### src/rtl/rv_mem_pkg.sv
// Shared definitions for the MEM-stage data-memory access controller.
//   - RISC-V load/store funct3 encodings
//   - access-size field encodings (funct3[1:0])
//   - controller FSM state type
//   - helpers: funct3 legality, address alignment, store lane enables and lane data
package rv_mem_pkg;

  localparam logic [2:0] F3_B  = 3'b000;
  localparam logic [2:0] F3_H  = 3'b001;
  localparam logic [2:0] F3_W  = 3'b010;
  localparam logic [2:0] F3_BU = 3'b100;
  localparam logic [2:0] F3_HU = 3'b101;

  // Access size is carried in funct3[1:0] for both loads and stores.
  localparam logic [1:0] SZ_B = 2'b00;
  localparam logic [1:0] SZ_H = 2'b01;
  localparam logic [1:0] SZ_W = 2'b10;

  typedef enum logic [1:0] {
    StIdle   = 2'b00,
    StAccess = 2'b01,
    StDone   = 2'b10
  } state_e;

  // 011, 110 and 111 have no load/store meaning (110 would be LWU on RV64).
  function automatic logic f3_legal(input logic [2:0] f3);
    return !((f3 == 3'b011) || (f3 == 3'b110) || (f3 == 3'b111));
  endfunction

  function automatic logic addr_aligned(input logic [2:0] f3, input logic [1:0] off);
    logic ok;
    case (f3[1:0])
      SZ_W:    ok = (off == 2'b00);
      SZ_H:    ok = ~off[0];
      default: ok = 1'b1;
    endcase
    return ok;
  endfunction

  // Loads always fetch the whole word; stores enable only the lanes they write.
  function automatic logic [3:0] lane_en(input logic is_store, input logic [2:0] f3,
                                         input logic [1:0] off);
    logic [3:0] be;
    if (!is_store) begin
      be = 4'b1111;
    end else begin
      case (f3[1:0])
        SZ_B:    be = 4'b0001 << off;
        SZ_H:    be = 4'b0011 << {off[1], 1'b0};
        default: be = 4'b1111;
      endcase
    end
    return be;
  endfunction

  // Replicate the store operand across all lanes so the enables alone pick the target.
  function automatic logic [31:0] lane_data(input logic [2:0] f3, input logic [31:0] data);
    logic [31:0] wd;
    case (f3[1:0])
      SZ_B:    wd = {4{data[7:0]}};
      SZ_H:    wd = {2{data[15:0]}};
      default: wd = data;
    endcase
    return wd;
  endfunction

endpackage

### src/rtl/dmem_access_ctrl_if.sv
// Data-memory bus between the MEM-stage access controller and the external memory.
//   master (controller): drives mem_req, mem_we, mem_addr, mem_wdata, mem_byte_en;
//                        samples mem_rdata, mem_ready
//   slave  (memory):     the reverse
// mem_ready is a one-cycle completion pulse; mem_rdata is valid only with it.
interface dmem_access_ctrl_if #(
  parameter int unsigned ADDR_W = 32
);

  logic              mem_req;
  logic              mem_we;
  logic [ADDR_W-1:0] mem_addr;
  logic [31:0]       mem_wdata;
  logic [3:0]        mem_byte_en;
  logic [31:0]       mem_rdata;
  logic              mem_ready;

  modport master (
    output mem_req,
    output mem_we,
    output mem_addr,
    output mem_wdata,
    output mem_byte_en,
    input  mem_rdata,
    input  mem_ready
  );

  modport slave (
    input  mem_req,
    input  mem_we,
    input  mem_addr,
    input  mem_wdata,
    input  mem_byte_en,
    output mem_rdata,
    output mem_ready
  );

endinterface

### src/rtl/load_align_ext.sv
// Load alignment and extension (purely combinational).
//   rdata_i  : full 32-bit word returned by memory
//   offset_i : byte offset of the access within the word (Address[1:0])
//   funct3_i : load funct3 (LB/LH/LW/LBU/LHU)
//   result_o : selected byte/half/word, sign- or zero-extended to 32 bits
// Encodings without a load meaning yield zero.
module load_align_ext
  import rv_mem_pkg::*;
(
  input  logic [31:0] rdata_i,
  input  logic [1:0]  offset_i,
  input  logic [2:0]  funct3_i,
  output logic [31:0] result_o
);

  logic [7:0]  byte_sel;
  logic [15:0] half_sel;

  always_comb begin
    byte_sel = rdata_i[{offset_i, 3'b000} +: 8];
    half_sel = offset_i[1] ? rdata_i[31:16] : rdata_i[15:0];
    result_o = '0;
    case (funct3_i)
      F3_B:    result_o = {{24{byte_sel[7]}}, byte_sel};
      F3_H:    result_o = {{16{half_sel[15]}}, half_sel};
      F3_W:    result_o = rdata_i;
      F3_BU:   result_o = {24'h0, byte_sel};
      F3_HU:   result_o = {16'h0, half_sel};
      default: result_o = '0;
    endcase
  end

endmodule

### src/rtl/dmem_access_ctrl.sv
// MEM-stage data-memory access controller for an RV32IM pipeline.
// Issues one registered request per legal load/store held in EX/MEM, stalls the upstream
// pipeline until the memory answers (or a timeout fires), and hands the extended load
// result to MEM/WB.
//   CLK, Reset        : clock (rising edge), asynchronous active-high reset
//   Mem_Read/Write    : EX/MEM load/store flags (store wins when both are set)
//   Funct3, Address   : access type and byte address from EX/MEM
//   Store_Data        : rs2 value for stores
//   mem_bus           : memory request/ready bus (master side)
//   Stall             : freeze PC, IF/ID, ID/EX, EX/MEM
//   MemWB_Enable      : MEM/WB may capture this cycle
//   Load_Data         : extended load result
//   Access_Exception  : misaligned address or illegal funct3 (no request issued)
//   Bus_Error         : memory did not answer within TIMEOUT_CYCLES
//   Kill_Writeback    : suppress the register write of the entry MEM/WB captures now
module dmem_access_ctrl
  import rv_mem_pkg::*;
#(
  parameter int unsigned TIMEOUT_CYCLES = 16,
  parameter int unsigned ADDR_W         = 32
) (
  input  logic                  CLK,
  input  logic                  Reset,
  input  logic                  Mem_Read,
  input  logic                  Mem_Write,
  input  logic [2:0]            Funct3,
  input  logic [ADDR_W-1:0]     Address,
  input  logic [31:0]           Store_Data,
  dmem_access_ctrl_if.master    mem_bus,
  output logic                  Stall,
  output logic                  MemWB_Enable,
  output logic [31:0]           Load_Data,
  output logic                  Access_Exception,
  output logic                  Bus_Error,
  output logic                  Kill_Writeback
);

  localparam logic [7:0] CntLast = 8'(TIMEOUT_CYCLES - 1);

  state_e            state_q, state_d;
  logic              req_q, req_d;
  logic              we_q, we_d;
  logic [ADDR_W-1:0] addr_q, addr_d;
  logic [31:0]       wdata_q, wdata_d;
  logic [3:0]        be_q, be_d;
  logic [31:0]       ld_q, ld_d;
  logic [7:0]        cnt_q, cnt_d;
  logic [1:0]        off_q, off_d;
  logic [2:0]        f3_q, f3_d;
  logic              load_q, load_d;
  logic              tout_q, tout_d;

  logic              pending;
  logic              is_store;
  logic              legal;
  logic [31:0]       ext_data;

  // Reset masks the request decode so Stall drops asynchronously even while the
  // EX/MEM register still holds a memory instruction.
  assign pending  = ~Reset & (Mem_Read | Mem_Write);
  assign is_store = Mem_Write;
  assign legal    = f3_legal(Funct3) & addr_aligned(Funct3, Address[1:0]);

  // Offset and funct3 are the copies latched at request time, not the live EX/MEM fields.
  load_align_ext u_load_align_ext (
    .rdata_i  (mem_bus.mem_rdata),
    .offset_i (off_q),
    .funct3_i (f3_q),
    .result_o (ext_data)
  );

  always_comb begin
    state_d          = state_q;
    req_d            = req_q;
    we_d             = we_q;
    addr_d           = addr_q;
    wdata_d          = wdata_q;
    be_d             = be_q;
    ld_d             = ld_q;
    cnt_d            = cnt_q;
    off_d            = off_q;
    f3_d             = f3_q;
    load_d           = load_q;
    tout_d           = tout_q;
    Stall            = 1'b0;
    MemWB_Enable     = 1'b1;
    Access_Exception = 1'b0;
    Bus_Error        = 1'b0;
    Kill_Writeback   = 1'b0;

    unique case (state_q)
      StIdle: begin
        if (pending) begin
          if (legal) begin
            Stall        = 1'b1;
            MemWB_Enable = 1'b0;
            state_d      = StAccess;
            req_d        = 1'b1;
            we_d         = is_store;
            addr_d       = {Address[ADDR_W-1:2], 2'b00};
            wdata_d      = is_store ? lane_data(Funct3, Store_Data) : '0;
            be_d         = lane_en(is_store, Funct3, Address[1:0]);
            off_d        = Address[1:0];
            f3_d         = Funct3;
            load_d       = ~is_store;
            cnt_d        = '0;
            tout_d       = 1'b0;
          end else begin
            // Faulting access never reaches memory; the pipeline keeps flowing.
            Access_Exception = 1'b1;
            Kill_Writeback   = 1'b1;
          end
        end
      end

      StAccess: begin
        Stall        = 1'b1;
        MemWB_Enable = 1'b0;
        cnt_d        = cnt_q + 8'd1;
        // Ready takes priority, so a reply on the final cycle still succeeds.
        if (mem_bus.mem_ready) begin
          req_d   = 1'b0;
          we_d    = 1'b0;
          ld_d    = load_q ? ext_data : '0;
          tout_d  = 1'b0;
          state_d = StDone;
        end else if (cnt_q == CntLast) begin
          req_d   = 1'b0;
          we_d    = 1'b0;
          ld_d    = '0;
          tout_d  = 1'b1;
          state_d = StDone;
        end
      end

      StDone: begin
        Bus_Error      = tout_q;
        Kill_Writeback = tout_q;
        tout_d         = 1'b0;
        cnt_d          = '0;
        state_d        = StIdle;
      end

      default: state_d = StIdle;
    endcase
  end

  always_ff @(posedge CLK or posedge Reset) begin
    if (Reset) begin
      state_q <= StIdle;
      req_q   <= 1'b0;
      we_q    <= 1'b0;
      addr_q  <= '0;
      wdata_q <= '0;
      be_q    <= '0;
      ld_q    <= '0;
      cnt_q   <= '0;
      off_q   <= '0;
      f3_q    <= '0;
      load_q  <= 1'b0;
      tout_q  <= 1'b0;
    end else begin
      state_q <= state_d;
      req_q   <= req_d;
      we_q    <= we_d;
      addr_q  <= addr_d;
      wdata_q <= wdata_d;
      be_q    <= be_d;
      ld_q    <= ld_d;
      cnt_q   <= cnt_d;
      off_q   <= off_d;
      f3_q    <= f3_d;
      load_q  <= load_d;
      tout_q  <= tout_d;
    end
  end

  assign mem_bus.mem_req     = req_q;
  assign mem_bus.mem_we      = we_q;
  assign mem_bus.mem_addr    = addr_q;
  assign mem_bus.mem_wdata   = wdata_q;
  assign mem_bus.mem_byte_en = be_q;
  assign Load_Data           = ld_q;

endmodule

### src/flat_wrapper.sv
// flat-port wrapper written by rule: the top's interface ports become plain ports
module dmem_access_ctrl_flat import rv_mem_pkg::*;
#(
  parameter int unsigned TIMEOUT_CYCLES = 16,
  parameter int unsigned ADDR_W         = 32
)
  (CLK, Reset, Mem_Read, Mem_Write, Funct3, Address, Store_Data, Stall, MemWB_Enable, Load_Data, Access_Exception, Bus_Error, Kill_Writeback, mem_bus_mem_req, mem_bus_mem_we, mem_bus_mem_addr, mem_bus_mem_wdata, mem_bus_mem_byte_en, mem_bus_mem_rdata, mem_bus_mem_ready);
  dmem_access_ctrl_if #(.ADDR_W(ADDR_W)) mem_bus_i ();
  input  logic CLK;
  input  logic Reset;
  input  logic Mem_Read;
  input  logic Mem_Write;
  input  logic [2:0] Funct3;
  input  logic [ADDR_W-1:0] Address;
  input  logic [31:0] Store_Data;
  output logic Stall;
  output logic MemWB_Enable;
  output logic [31:0] Load_Data;
  output logic Access_Exception;
  output logic Bus_Error;
  output logic Kill_Writeback;
  output wire logic [$bits(mem_bus_i.mem_req)-1:0] mem_bus_mem_req;
  output wire logic [$bits(mem_bus_i.mem_we)-1:0] mem_bus_mem_we;
  output wire logic [$bits(mem_bus_i.mem_addr)-1:0] mem_bus_mem_addr;
  output wire logic [$bits(mem_bus_i.mem_wdata)-1:0] mem_bus_mem_wdata;
  output wire logic [$bits(mem_bus_i.mem_byte_en)-1:0] mem_bus_mem_byte_en;
  input wire logic [$bits(mem_bus_i.mem_rdata)-1:0] mem_bus_mem_rdata;
  input wire logic [$bits(mem_bus_i.mem_ready)-1:0] mem_bus_mem_ready;
  assign mem_bus_mem_req = mem_bus_i.mem_req;
  assign mem_bus_mem_we = mem_bus_i.mem_we;
  assign mem_bus_mem_addr = mem_bus_i.mem_addr;
  assign mem_bus_mem_wdata = mem_bus_i.mem_wdata;
  assign mem_bus_mem_byte_en = mem_bus_i.mem_byte_en;
  assign mem_bus_i.mem_rdata = mem_bus_mem_rdata;
  assign mem_bus_i.mem_ready = mem_bus_mem_ready;
  dmem_access_ctrl #(.TIMEOUT_CYCLES(TIMEOUT_CYCLES), .ADDR_W(ADDR_W)) u_core (.CLK(CLK), .Reset(Reset), .Mem_Read(Mem_Read), .Mem_Write(Mem_Write), .Funct3(Funct3), .Address(Address), .Store_Data(Store_Data), .mem_bus(mem_bus_i), .Stall(Stall), .MemWB_Enable(MemWB_Enable), .Load_Data(Load_Data), .Access_Exception(Access_Exception), .Bus_Error(Bus_Error), .Kill_Writeback(Kill_Writeback));
endmodule
### config.mk
export PLATFORM = sky130hd
export DESIGN_NAME = dmem_access_ctrl_flat
export DESIGN_NICKNAME = d
export VERILOG_FILES = /design/src/rtl/rv_mem_pkg.sv /design/src/rtl/dmem_access_ctrl_if.sv /design/src/rtl/load_align_ext.sv /design/src/rtl/dmem_access_ctrl.sv /design/src/flat_wrapper.sv
export SDC_FILE = /design/constraint.sdc
export NUM_CORES = 1
export LEC_CHECK = 0
export ABC_AREA = 0
export BUFFER_PORTS_ARGS = -buffer_cell sky130_fd_sc_hd__buf_2
export CORE_ASPECT_RATIO = 1.1
export CORE_MARGIN = 8
export CORE_UTILIZATION = 50
export CTS_CLUSTER_DIAMETER = 50
export DETAILED_ROUTE_END_ITERATION = 12
export PLACE_DENSITY = 0.89
export SETUP_SLACK_MARGIN = 0.5
export SYNTH_ARGS = -nofsm -noshare
export SYNTH_HDL_FRONTEND = slang
export SYNTH_SLANG_ARGS = --single-unit
### constraint.sdc
create_clock -name CLK -period 5.4 [get_ports CLK]
set_clock_uncertainty 0.2 [all_clocks]
set_input_delay 1.62 -clock CLK [delete_from_list [all_inputs] [get_ports CLK]]
set_output_delay 1.62 -clock CLK [all_outputs]
set_load 0.03 [all_outputs]
==> flow_summary.yaml <==
critical_path:
  critPathLaunch: "Funct3[1]"
  crit_end: "Kill_Writeback"
  reg2reg_to: "u_core.Load_Data[16]$_DFFE_PP0P_"
  cp-end-kind: "output pin"
  crit_fanout: 11
  cp.required_ps: 3580
  start_kind: "primary input"
  r2r_setup_slack_ps: 3130
  cp.arrival_ps: 3010
  path_class: "primary input to output pin"
  r2r-start: "u_core.off_q[1]$_DFFE_PP0P_"
  rr_worst_depth: 4
timing:
  max_freq_mhz: 207.0
  maxSlewHeadroom_pct: 28.61
  finalSetupTns_ps: 0
  setup-violations-final: 0
  hold_viol: 0
  fin_crit_ps: 4831
  timing.final.ws_setup_ps: 569.3
  rsz0062_at_grt: "false"
  slew_violations: 0
  final.period_utilization_pct: 89.46
  tightest_slew_ps: 1067
power:
  switching_share_pct: 39.78
  internal_power_mw: 2.356
  clockPowerShare_pct: 27.5
  pwr-share-comb_pct: 38.2
  switching_power_mw: 1.556
  worst_ir_drop_vdd_mv: 0.3352
  p_leak_nw: 3.664
  pwr-share-seq_pct: 34.3
  p_per_area_mw_per_mm2: 528.0
  power_mw: 3.912
clock_network:
  h-tree-depth: 4
  path_clk_slew_ps: 50
  cts_tree: "done"
  clock-sinks: 117
  cts-root-buf: "clkbuf_16"
  clk_latency_ps: 410
  clock_path_buffers: 2
  numCtsBuffers: 17
finish:
  fin_area_mm2: 0.007410
  finalNetCount: 817
  antenna_cells: 0
  drive_above_1_share_pct: 45.08
  syn_to_final_growth_pct: 30.58
synthesis:
  syn_avg_cell_area_um2: 11.10
  synth_top_area_share_pct: 51.60
  synth_cell_types: 50
  ys_seq_area_share_pct: 51.60
  ys.flop_type: "dfrtp_1"
  syn_area_mm2: 0.005674
  yosys-top-cells-area: "dfrtp_1 52%, mux2_2 11%, o21ai_0 5.6%, o2bb2ai_1 3.7%, a22oi_1 3.4%"
  yosysWarnings: 0
  synthCells: 511
  synth_seq_cells: 117
  async_flop_share_pct: 100.0
  synth_top_area_cell: "dfrtp_1"
  synth_edf_count: 0
global_route:
  grt_pass1_wl_um: 27700
  track_usage_pct: 22.82
  gr-total-overflow: 0
  grt_pass1_vias: 5408
  grt_max_degree: 118
  antenna_found_initial: 0
placed_design:
  placed_area_mm2: 0.006789
  dp_slack_ps: 326.8
  io_buffers: 208
  place_congestion: 0.9438
  dp.final_hpwl_um: 12070
route:
  routedWlPerCell_um: 19.70
  detail-route-antenna-nets: 0
  drcViolationCount: 0
  dr.pass1.iters: 6
  vias_per_cell: 5.855
  via_count: 5100
  drt-total-wl_um: 17160
  drt-initial-drc-count: 615
job:
  max-cap-violations: 0
hold_path:
  hold_class: "flop to flop"
  hold_path_startpoint: "u_core.Load_Data[8]$_DFFE_PP0P_"
die:
  io_pins: 211
  start_util_pct: 50.28
  die_x_um: 117.6
  fp.dieH_um: 127.7
  core_area_mm2: 0.01129
  die_area_mm2: 0.01502
  floorplan.rows: 41
outcome:
  status: "finished, final reports clean"
-- final cells by class --
type | count | area [um2]
Timing Repair Buffer | 222 | 1174
Sequential cell | 117 | 2928
Multi-Input combinational cell | 342 | 2519
Tap cell | 150 | 187.7
Fill cell | 916 | 3876
Clock inverter | 11 | 107.6
Clock buffer | 21 | 460.4
Inverter | 8 | 33.78
-- Yosys cell counts, types with 4 or more instances --
master / number
o2bb2ai_1: 24
a22o_1: 12
clkbuf_1: 23
o21ai_1: 6
o31ai_1: 16
buf_6: 5
a21o_1: 10
nor3_1: 4
o21ai_0: 64
inv_1: 8
dfrtp_1: 117
nand2_1: 22
a222oi_1: 6
nand3_1: 4
a21oi_1: 10
nor2b_1: 6
buf_2: 14
nor2_1: 26
a22oi_1: 26
mux2_2: 56
ha_1: 5
or2_2: 4
-- worst min path at each step --
stage	depth (start not counted)	slack, ps	to
global route	1	290	u_core.Load_Data[7]$_DFFE_PP0P_
finish	1	270	u_core.Load_Data[8]$_DFFE_PP0P_
global placement	1	260	u_core.mem_bus.mem_req$_DFFE_PP0P_
detailed placement	1	260	u_core.Load_Data[8]$_DFFE_PP0P_
CTS	1	280	u_core.Load_Data[8]$_DFFE_PP0P_
floorplan	2	280	u_core.load_q$_DFFE_PP0P_
-- registers in the layout (all words and copies together), names as in the netlist --
| name | count |
|---|---|
| u_core.state_q | 2 |
| u_core.cnt_q | 8 |
| u_core.mem_bus.mem_wdata | 32 |
| u_core.mem_bus.mem_we | 1 |
| u_core.mem_bus.mem_byte_en | 4 |
| u_core.mem_bus.mem_addr | 30 |
| u_core.f3_q | 3 |
| u_core.tout_q | 1 |
| u_core.mem_bus.mem_req | 1 |
| u_core.Load_Data | 32 |
| u_core.load_q | 1 |
| u_core.off_q | 2 |
-- cells by family (layout without fill, tap and decap cells) --
group                      after synthesis  in the layout  share of synthesized area, %
AOI/OAI and AO/OA                      188            188                         22.87
xor gates and xnor gates                 4              4                        0.6175
adders and majority gates                5              5                         1.103
buffers and inverters                   53            262                         4.675
and+or+nand+nor                         85             85                         7.608
DFF                                    117            117                         51.60
other                                    1              2                       0.06609
muxes                                   58             58                         11.47
-- worst max-delay path, cell delays in order --
cell and delay, ps:
buf_6 140, inv_2 70, ha_1 280, inv_1 60, o31ai_4 370, nor2b_4 220, or2_4 110, buf_4 150
-- per-stage QoR --
| stage | util (%) | hold slack, ps | std cells |
|---|---|---|---|
| 2_1_floorplan | - | 281.9 | 512 |
| 4_1_cts | 65.34 | 275.6 | 868 |
| 5_1_grt | 65.65 | 289.7 | 871 |
| 6_report | 65.65 | 269.4 | 871 |
| 3_3_place_gp | 60.16 | 255.3 | 834 |
| 3_5_place_dp | 60.16 | 263.9 | 834 |
-- what timing repair did --
| action | 4_1_cts | 5_1_grt |
|---|---|---|
| resized for setup | 1 | 5 |
| setup endpoints to repair | 4 | 2 |
| pin swaps | 1 | 1 |
| buffers inserted | 2 | 3 |
| hold endpoints to repair | 0 | 0 |
| hold buffers | 0 | 0 |
-- routing by layer --
| metal | routed length [um] | up-vias | global-route usage (%) |
|---|---|---|---|
| met5 | 0 | - | 0 |
| met4 | 736 | 0 | 13.35 |
| met3 | 1441 | 68 | 7.401 |
| met2 | 8584 | 293 | 36.61 |
| met1 | 6395 | 2445 | 26.52 |
| li1 | - | 2294 | - |
-- power by group through the flow --
stage | clock network [mW] | registers [mW] | logic [mW]
detailed placement | 0 | 1.35 | 1.49
floorplan | 0 | 1.77 | 0.598
finish | 1.08 | 1.34 | 1.49
CTS | 1.09 | 1.34 | 1.50
global placement | 0 | 1.33 | 1.45
global route | 1.14 | 1.38 | 1.60
-- placed cells by master, fill, tap and decap left out, types with 4 or more instances in the layout --
master     instances
a21o_1            10
a21oi_1           10
a222oi_1           6
a22o_1            12
a22oi_1           26
buf_2            205
buf_4             13
clkbuf_16         17
clkinv_2           8
dfrtp_1          117
ha_1               4
inv_1              6
mux2_2            56
nand2_1           21
nand3_1            4
nor2_1            25
nor2b_1            4
nor3_1             4
o21ai_0           64
o21ai_1            5
o2bb2ai_1         24
o31ai_1           16
Note: power is estimated with default switching activity, not from simulation.
